===== config.mk =====
export PLATFORM = sky130hd
export DESIGN_NAME = if_unit
export DESIGN_NICKNAME = d
export VERILOG_FILES = /design/src/rtl/if_unit.sv
export SDC_FILE = /design/constraint.sdc
export NUM_CORES = 1
export LEC_CHECK = 0
export CORE_UTILIZATION = 49
export DETAILED_ROUTE_END_ITERATION = 12
export PLACE_DENSITY = 0.79
export SYNTH_ARGS = -nofsm -noshare
export SYNTH_HDL_FRONTEND = slang
export SYNTH_SLANG_ARGS = --single-unit

===== constraint.sdc =====
create_clock -name clk -period 2.66 [get_ports clk]
set_input_delay 0.532 -clock clk [delete_from_list [all_inputs] [get_ports clk]]
set_output_delay 0.532 -clock clk [all_outputs]
set_load 0.01 [all_outputs]

===== src/rtl/if_unit.sv =====
`default_nettype none
// ============================================================================
// Module   : if_unit
// Purpose  : Instruction fetch stage. Holds the PC, fetches words over a
//            req/ack instruction-memory handshake, and presents the decoded
//            field views of the fetched word through the IF/ID register.
//            Handles stall (one-entry skid buffer), flush and branch/jump
//            redirect, including a redirect while a fetch is in flight.
// Ports    : clk, rst (async, active-low)
//            imem_req/imem_addr -> memory ; imem_ack/imem_data <- memory
//            stall, flush, redirect, redirect_pc <- decode/execute
//            if_valid, field outputs, PC_out -> decode (IF/ID register)
// Revision : 1.0 - initial release
// ============================================================================
module if_unit #(
  parameter logic [31:0] RESET_PC = 32'h0000_0000,
  parameter logic [31:0] PC_STEP  = 32'd1
) (
  input  logic        clk,
  input  logic        rst,
  output logic        imem_req,
  output logic [31:0] imem_addr,
  input  logic        imem_ack,
  input  logic [31:0] imem_data,
  input  logic        stall,
  input  logic        flush,
  input  logic        redirect,
  input  logic [31:0] redirect_pc,
  output logic        if_valid,
  output logic [5:0]  opcode,
  output logic [4:0]  R_I_A_type_rs,
  output logic [4:0]  R_type_rd,
  output logic [4:0]  R_I_type_rt,
  output logic [4:0]  R_type_shamt,
  output logic [5:0]  R_funct_S_snum,
  output logic [15:0] I_type_imm,
  output logic [25:0] J_type_imm,
  output logic [5:0]  S_type_index,
  output logic [9:0]  S_type_xcoor,
  output logic [9:0]  S_type_ycoor,
  output logic [7:0]  S_type_imm,
  output logic [20:0] A_type_imm,
  output logic [31:0] PC_out
);

  typedef enum logic [1:0] {
    S_IDLE = 2'd0,
    S_REQ  = 2'd1,
    S_BUF  = 2'd2
  } state_t;

  state_t      state, state_nx;
  logic [31:0] pc, pc_nx;
  logic        drop, drop_nx;
  // Address of the request that was outstanding when a redirect arrived;
  // the bus must keep showing it until the stale ack comes back.
  logic [31:0] hold_addr, hold_addr_nx;
  logic [31:0] buf_word, buf_pc;
  logic        buf_load;

  logic        ifid_load;
  logic [31:0] ifid_word_nx, ifid_pc_nx;
  logic [31:0] ifid_word, ifid_pc;
  logic        ifid_valid;

  always_comb begin
    state_nx     = state;
    pc_nx        = pc;
    drop_nx      = drop;
    hold_addr_nx = hold_addr;
    buf_load     = 1'b0;
    ifid_load    = 1'b0;
    ifid_word_nx = imem_data;
    ifid_pc_nx   = pc;
    case (state)
      S_IDLE: state_nx = S_REQ;
      S_REQ: begin
        if (imem_ack) begin
          if (redirect || drop) begin
            // Word is for a path that is no longer wanted.
            drop_nx = 1'b0;
          end else if (stall) begin
            buf_load = 1'b1;
            state_nx = S_BUF;
          end else begin
            ifid_load = 1'b1;
            pc_nx     = pc + PC_STEP;
          end
        end else if (redirect && !drop) begin
          drop_nx      = 1'b1;
          hold_addr_nx = pc;
        end
      end
      S_BUF: begin
        if (redirect) begin
          state_nx = S_REQ;
        end else if (!stall) begin
          ifid_load    = 1'b1;
          ifid_word_nx = buf_word;
          ifid_pc_nx   = buf_pc;
          pc_nx        = pc + PC_STEP;
          state_nx     = S_REQ;
        end
      end
      default: state_nx = S_IDLE;
    endcase
    if (redirect) pc_nx = redirect_pc;
  end

  always_ff @(posedge clk or negedge rst) begin
    if (!rst) begin
      state     <= S_IDLE;
      pc        <= RESET_PC;
      drop      <= 1'b0;
      hold_addr <= 32'd0;
      buf_word  <= 32'd0;
      buf_pc    <= 32'd0;
    end else begin
      state     <= state_nx;
      pc        <= pc_nx;
      drop      <= drop_nx;
      hold_addr <= hold_addr_nx;
      if (buf_load) begin
        buf_word <= imem_data;
        buf_pc   <= pc;
      end
    end
  end

  // IF/ID register: clear beats hold beats load.
  always_ff @(posedge clk or negedge rst) begin
    if (!rst) begin
      ifid_valid <= 1'b0;
      ifid_word  <= 32'd0;
      ifid_pc    <= 32'd0;
    end else if (flush || redirect) begin
      ifid_valid <= 1'b0;
      ifid_word  <= 32'd0;
      ifid_pc    <= 32'd0;
    end else if (!stall && ifid_load) begin
      ifid_valid <= 1'b1;
      ifid_word  <= ifid_word_nx;
      ifid_pc    <= ifid_pc_nx;
    end
  end

  assign imem_req  = (state == S_REQ);
  assign imem_addr = drop ? hold_addr : pc;

  assign if_valid       = ifid_valid;
  assign PC_out         = ifid_pc;
  assign opcode         = ifid_word[31:26];
  assign R_I_A_type_rs  = ifid_word[25:21];
  assign R_type_rd      = ifid_word[20:16];
  assign R_I_type_rt    = ifid_word[15:11];
  assign R_type_shamt   = ifid_word[10:6];
  assign R_funct_S_snum = ifid_word[5:0];
  assign I_type_imm     = ifid_word[15:0];
  assign J_type_imm     = ifid_word[25:0];
  assign S_type_index   = ifid_word[25:20];
  assign S_type_xcoor   = ifid_word[19:10];
  assign S_type_ycoor   = ifid_word[9:0];
  assign S_type_imm     = ifid_word[7:0];
  assign A_type_imm     = ifid_word[20:0];

endmodule
`default_nettype wire


==> results.yml, run 1 <==
status:
  outcome: "finished, final reports clean"
min_path:
  min-delay-path-class: "input port to async pin"
placement:
  post-place-ws_ps: 103.1
  place.port_buffers: 264
  routabilityCongestion: 0.8428
  dp_cells: 1311
  hpwl_um: 16590
synthesis:
  synth_area_leaders: "dfrtp_1 (49%), mux2_2 (14%), buf_4 (7.3%)"
  netlist_area_um2: 10090
  synth_area_leader_cell: "dfrtp_1"
  ys_types: 52
  synthesis.nets: 984
  synth_edf_count: 0
  syn_inst: 910
  ys_seq_area_frac: 0.4861
  avgSynthCellArea_um2: 11.09
  yosysTopAreaCellShare: 0.4861
  async_flop_share: 1.000
  synth-seq-cells: 196
  synth_flop_cell: "dfrtp_1"
  yosys_warnings: 0
cells_and_area:
  syn2layout_area_growth_pct: 29.66
  fin_cells: 1343
  nFillCells: 1547
  drive_above_1_share: 0.1883
  antenna_cells: 0
  finalNetCount: 1134
critical_path:
  critical_path_class: "register to output port"
  slowest_delay_ps: 580
  worst_path_max_delay_cell: "clkdlybuf4s50_1"
  cp.required_ps: 2130
  path_cells: "inv_1 -> ha_1 -> buf_4 -> clkdlybuf4s50_1"
  cp-end-kind: "output port"
  critPathLaunchType: "register"
  path_max_fanout: 9
  path_delay_family: "buffers and inverters"
  crit_buf_inv: 3
  arrival_ps: 1980
clock_tree:
  post_cts_buffers: 0
  cts-root-buf: "clkbuf_16"
  clk_pin_slew_worst_paths_ps: 80
  htreeDepth: 4
  cts_tree: "built"
  cts.sinks: 196
  clock_latency_ps: 430
  cts_max_path_buffers: 2
  post_cts_resized: 0
  cts_buffers: 17
  cts_hold_buf: 0
sta:
  setup_viol: 0
  tightest_slew_ps: 664.6
  fin_skew_ps: 6.884
  worst_slack_ps: 143.0
  final_hold_viol_count: 0
  final_max_slew_viol_count: 0
  slew_headroom: 0.5570
  tns_ps: 0
  fin_crit_ps: 2517
  rsz0062_at_grt: "no"
  max_freq_mhz: 397.3
  fin_crit_sh: 0.9462
  hold_ws_ps: 111.4
floorplan:
  start_util: 0.4987
  die_w_um: 145.5
  rows: 52
  dieHeight_um: 145.5
  core-area_um2: 20230
  ios: 265
  die-area_um2: 21170
route:
  post_drt_wl_per_cell_um: 18.00
  ant_nets: 0
  drtIter0Drc: 355
  via_per_inst: 5.522
  routed_wl_um: 24180
  via_count: 7416
  dr.pass1.iters: 5
  drc: 0
pwr:
  ir_drop_v: 0.0004855
  total_power_mw: 10.34
  leakage_nw: 5.095
  power_density_nw_per_um2: 790.3
global_route:
  met2_usage: 0.4060
  grt-busiest-layer: "met2"
  grt_use_met3: 0.03448
  grt_pass1_vias: 7349
  grtUsageMet1: 0.2961
  grt_antenna_before_repair: 0
  grt_pass1_wl_um: 39160
  grt_max_degree: 78
  track_usage: 0.2348
  gr-total-overflow: 0
run:
  max_cap_violations: 0
## registers in the layout (all words and copies together) (netlist names)
signal,count
buf_word,32
drop,1
buf_pc,32
state,2
PC_out,32
if_valid,1
ifid_word,32
pc,32
hold_addr,32
## final timing paths
path	cells past startpoint	endpoint	start	slack [ps]
max	4	imem_req	state[1]$_DFFE_PN0P_	140
min	1	buf_word[23]$_DFFE_PN0P_	rst	110
max reg2reg	7	pc[27]$_DFFE_PN0P_	state[1]$_DFFE_PN0P_	360
min reg2reg	2	buf_pc[31]$_DFFE_PN0P_	buf_pc[31]$_DFFE_PN0P_	480
max in group asynchronous	2	buf_pc[2]$_DFFE_PN0P_	rst	1700
min in group clk	2	buf_pc[31]$_DFFE_PN0P_	buf_pc[31]$_DFFE_PN0P_	480
## synth_stat cells (13+ instances only)
master	n
nor2_1	86
nand3_1	13
a211oi_1	66
buf_4	98
or4_1	18
o21ai_0	27
clkbuf_1	48
mux2_2	122
dfrtp_1	196
a31oi_1	14
mux2i_1	64
nand2_1	31
## cells by family after synthesis
| family | count (synthesis) | share of synthesized area |
|---|---|---|
| xor+xnor | 10 | 0.008679 |
| buf+inv | 178 | 0.1049 |
| mux | 186 | 0.1996 |
| compound gates | 149 | 0.1034 |
| flops | 196 | 0.4861 |
| fa+ha+maj | 4 | 0.004960 |
| simple gates | 187 | 0.09237 |
## power by group
group          switching, mW  internal [mW]
clock                   1.21           1.44
combinational           1.41           1.96
sequential             0.501           3.82
total                   3.12           7.22
## placed cells by master (no fill, tap or decap), drive strengths merged, types with 6 or more instances in the layout
cell type,n
a211oi,66
inv,13
clkdlybuf4s50,263
buf,38
nor2,86
mux2,122
o31ai,12
nor2b,8
nand2,31
a31oi,14
nand3,13
mux2i,64
o21ai,27
xnor2,6
dfrtp,196
clkbuf,19
or4,19
a21oi,7
## area by class of cell
cell class	instances	area, um2	share of cell area
clock buffer	18	439.2	0.03357
clock inverter	14	166.4	0.01272
inverter	7	26.28	0.002008
multi-input combinational	536	4153	0.3174
sequential	196	4905	0.3749
tap	270	337.8	0.02582
timing repair buffer	302	3057	0.2336
## worst reg2reg max path, delay by kind of cell, from the launching register on
family | cells | cell delay, ps
AND/OR/NAND/NOR | 2 | 880
flip-flops | 1 | 400
AO/OA/AOI/OAI | 2 | 340
adder cells (fa/ha/maj) | 1 | 310
buffers and inverters | 2 | 300
## routing by layer
| layer | routed length [um] | part of all wire | up-vias |
|---|---|---|---|
| li1 | - | - | 3463 |
| met4 | 640 | 0.026 | 0 |
| met5 | 0 | 0 | - |
| met1 | 9994 | 0.41 | 3627 |
| met2 | 12350 | 0.51 | 278 |
| met3 | 1190 | 0.049 | 48 |
## metrics by stage
stage | utilization | instance area [um2]
floorplan | - | 10090
global placement | 0.6167 | 12480
detailed placement | 0.6167 | 12480
CTS | 0.6466 | 13080
global route | 0.6466 | 13080
finish | 0.6466 | 13080
Power figures use the tool's default switching activity.
==> run 2: changes to the inputs <==
--- a/config.mk
+++ b/config.mk
@@ -7,7 +7,9 @@
 export LEC_CHECK = 0
 export CORE_UTILIZATION = 49
 export DETAILED_ROUTE_END_ITERATION = 12
+export MAX_ROUTING_LAYER = met4
 export PLACE_DENSITY = 0.79
+export SETUP_SLACK_MARGIN = 0.02
 export SYNTH_ARGS = -nofsm -noshare
 export SYNTH_HDL_FRONTEND = slang
 export SYNTH_SLANG_ARGS = --single-unit
==> constraint.sdc (replaced) <==
create_clock -name clk -period 2.5 [get_ports clk]
set_input_delay 0.5 -clock clk [delete_from_list [all_inputs] [get_ports clk]]
set_output_delay 0.5 -clock clk [all_outputs]
set_load 0.01 [all_outputs]
==> run 2 against run 1 <==
Net effect:
- die area unchanged
- global-route usage grew 1.1 points
- cell area rose by 0.71%
- final cell count is 0.82% higher
- utilization grew 0.46 points
- critical path type unchanged
- critical endpoint is now imem_addr[18]
- largest cell class unchanged
==> results.yml, run 2 (same netlist as run 1, synthesis figures left out) <==
status:
  outcome: "finished, final reports clean"
clock_tree:
  cts_tree: "built"
  cts_max_path_buffers: 2
  htreeDepth: 4
  cts_buffers: 17
  cts.sinks: 196
  cts-root-buf: "clkbuf_16"
  clock_latency_ps: 440
  clk_pin_slew_worst_paths_ps: 70
min_path:
  min-delay-path-class: "input port to async pin"
route:
  dr.pass1.iters: 5
  ant_nets: 0
  drc: 0
  via_count: 7611
  routed_wl_um: 24800
  post_drt_wl_per_cell_um: 18.31
  drtIter0Drc: 427
  via_per_inst: 5.621
placement:
  place_area_um2: 12550
  dp_cells: 1321
  hpwl_um: 16820
  routabilityCongestion: 0.8371
  place.port_buffers: 264
sta:
  fin_crit_ps: 2425
  rsz0062_at_grt: "no"
  setup_viol: 0
  max_freq_mhz: 412.3
  fin_crit_sh: 0.9701
  slew_headroom: 0.5991
  final_hold_viol_count: 0
  final_max_slew_viol_count: 0
  tightest_slew_ps: 601.4
  fin_skew_ps: 12.70
critical_path:
  cp.required_ps: 2000
  critical_path_class: "register to output port"
  crit_buf_inv: 2
  path_delay_family: "buffers and inverters"
  critPathLaunchType: "register"
  cp-end-kind: "output port"
  worst_path_max_delay_cell: "clkdlybuf4s50_1"
  arrival_ps: 1930
  path_max_fanout: 21
  slowest_delay_ps: 480
  path_cells: "buf_12 -> mux2_2 -> clkdlybuf4s50_1"
global_route:
  grt_pass1_wl_um: 40030
  gr-total-overflow: 0
  grt_max_degree: 78
  track_usage: 0.2460
  grt_antenna_before_repair: 0
  grt_pass1_vias: 7481
floorplan:
  die-area_um2: 21170
  die_w_um: 145.5
  dieHeight_um: 145.5
  start_util: 0.4987
  rows: 52
  ios: 265
  core-area_um2: 20230
pwr:
  power_density_nw_per_um2: 838.0
  leakage_nw: 5.147
  ir_drop_v: 0.0005978
  total_power_mw: 11.04
run:
  max_cap_violations: 0
cells_and_area:
  final_cell_mix: "clkdlybuf4s50_1 (261), dfrtp_1 (195), mux2_2 (122), nor2_1 (86), a211oi_1 (66)"
  syn2layout_area_growth_pct: 30.58
  fin_util: 0.6512
  antenna_cells: 0
  drive_above_1_share: 0.1974
  final_area_um2: 13180
  nFillCells: 1549
  fin_cells: 1354
  finalNetCount: 1145
  final_common_cell: "clkdlybuf4s50_1"
run 2: changes by cell type in the layout (fill, tap and decap cells not counted), sizes merged:
cell	change
clkdlybuf4s50	-2
clkbuf	+1
inv	-3
clkinvlp	+3
dlymetal6s2s	+2
buf	+10
run 2: worst reg2reg max path, cell delays in order (launching register included):
cell and delay [ps]:
dfrtp_1 540, nand4_2 210, or4_4 720, or4_1 570, a31oi_1 180
run 2: final timing paths:
| check | slack, ps | cells past startpoint | end | startpoint |
|---|---|---|---|---|
| hold reg to reg | 480 | 2 | buf_pc[15]$_DFFE_PN0P_ | buf_pc[15]$_DFFE_PN0P_ |
| setup / recovery | 70 | 3 | imem_addr[18] | drop$_DFFE_PN0P_ |
| setup reg to reg | 190 | 4 | pc[26]$_DFFE_PN0P_ | pc[8]$_DFFE_PN0P_ |
| min in group clk | 480 | 2 | buf_pc[15]$_DFFE_PN0P_ | buf_pc[15]$_DFFE_PN0P_ |
| hold / removal | 60 | 1 | buf_word[24]$_DFFE_PN0P_ | rst |
| max in group asynchronous | 1730 | 2 | pc[6]$_DFFE_PN0P_ | rst |
run 2: where the power goes:
group	leakage, nW	internal (mW)	switching, mW
combinational	2.42	2.12	1.53
sequential	2.45	4.07	0.530
clock	0.278	1.51	1.28
run 2: timing repair:
action | in CTS | in global routing
endpoints found under the setup margin | 1 | 7
buffers inserted | 0 | 0
gates resized for setup | 0 | 4
pin swaps | 0 | 0
gates cloned | 0 | 1
hold buffers | 0 | 0
run 2: per-layer routing:
layer	vias up	GRT usage	share of wire
met1	3796	0.3075	0.42
met2	285	0.4089	0.50
met3	39	0.03354	0.047
met4	0	0.08947	0.024
li1	3491	-	-
met5	-	-	0
run 2: layout make-up:
class	count	area [um2]	share of cell area
flip-flops and latches	196	4906	0.3723
well taps	270	337.8	0.02564
inverters	7	26.28	0.001994
clock inverters	14	152.6	0.01158
multi-input cells	536	4153	0.3152
clock buffers	18	439.2	0.03333
repair buffers	313	3162	0.2400
run 2: metrics by stage:
stage	TNS [ps]	setup slack [ps]	hold WS, ps
5_1_grt	0	27.53	104.0
3_5_place_dp	-434.7	-66.72	470.3
3_3_place_gp	-46.42	-46.42	462.9
2_1_floorplan	0	315.4	204.4
4_1_cts	0	13.29	96.15
6_report	0	74.82	58.08
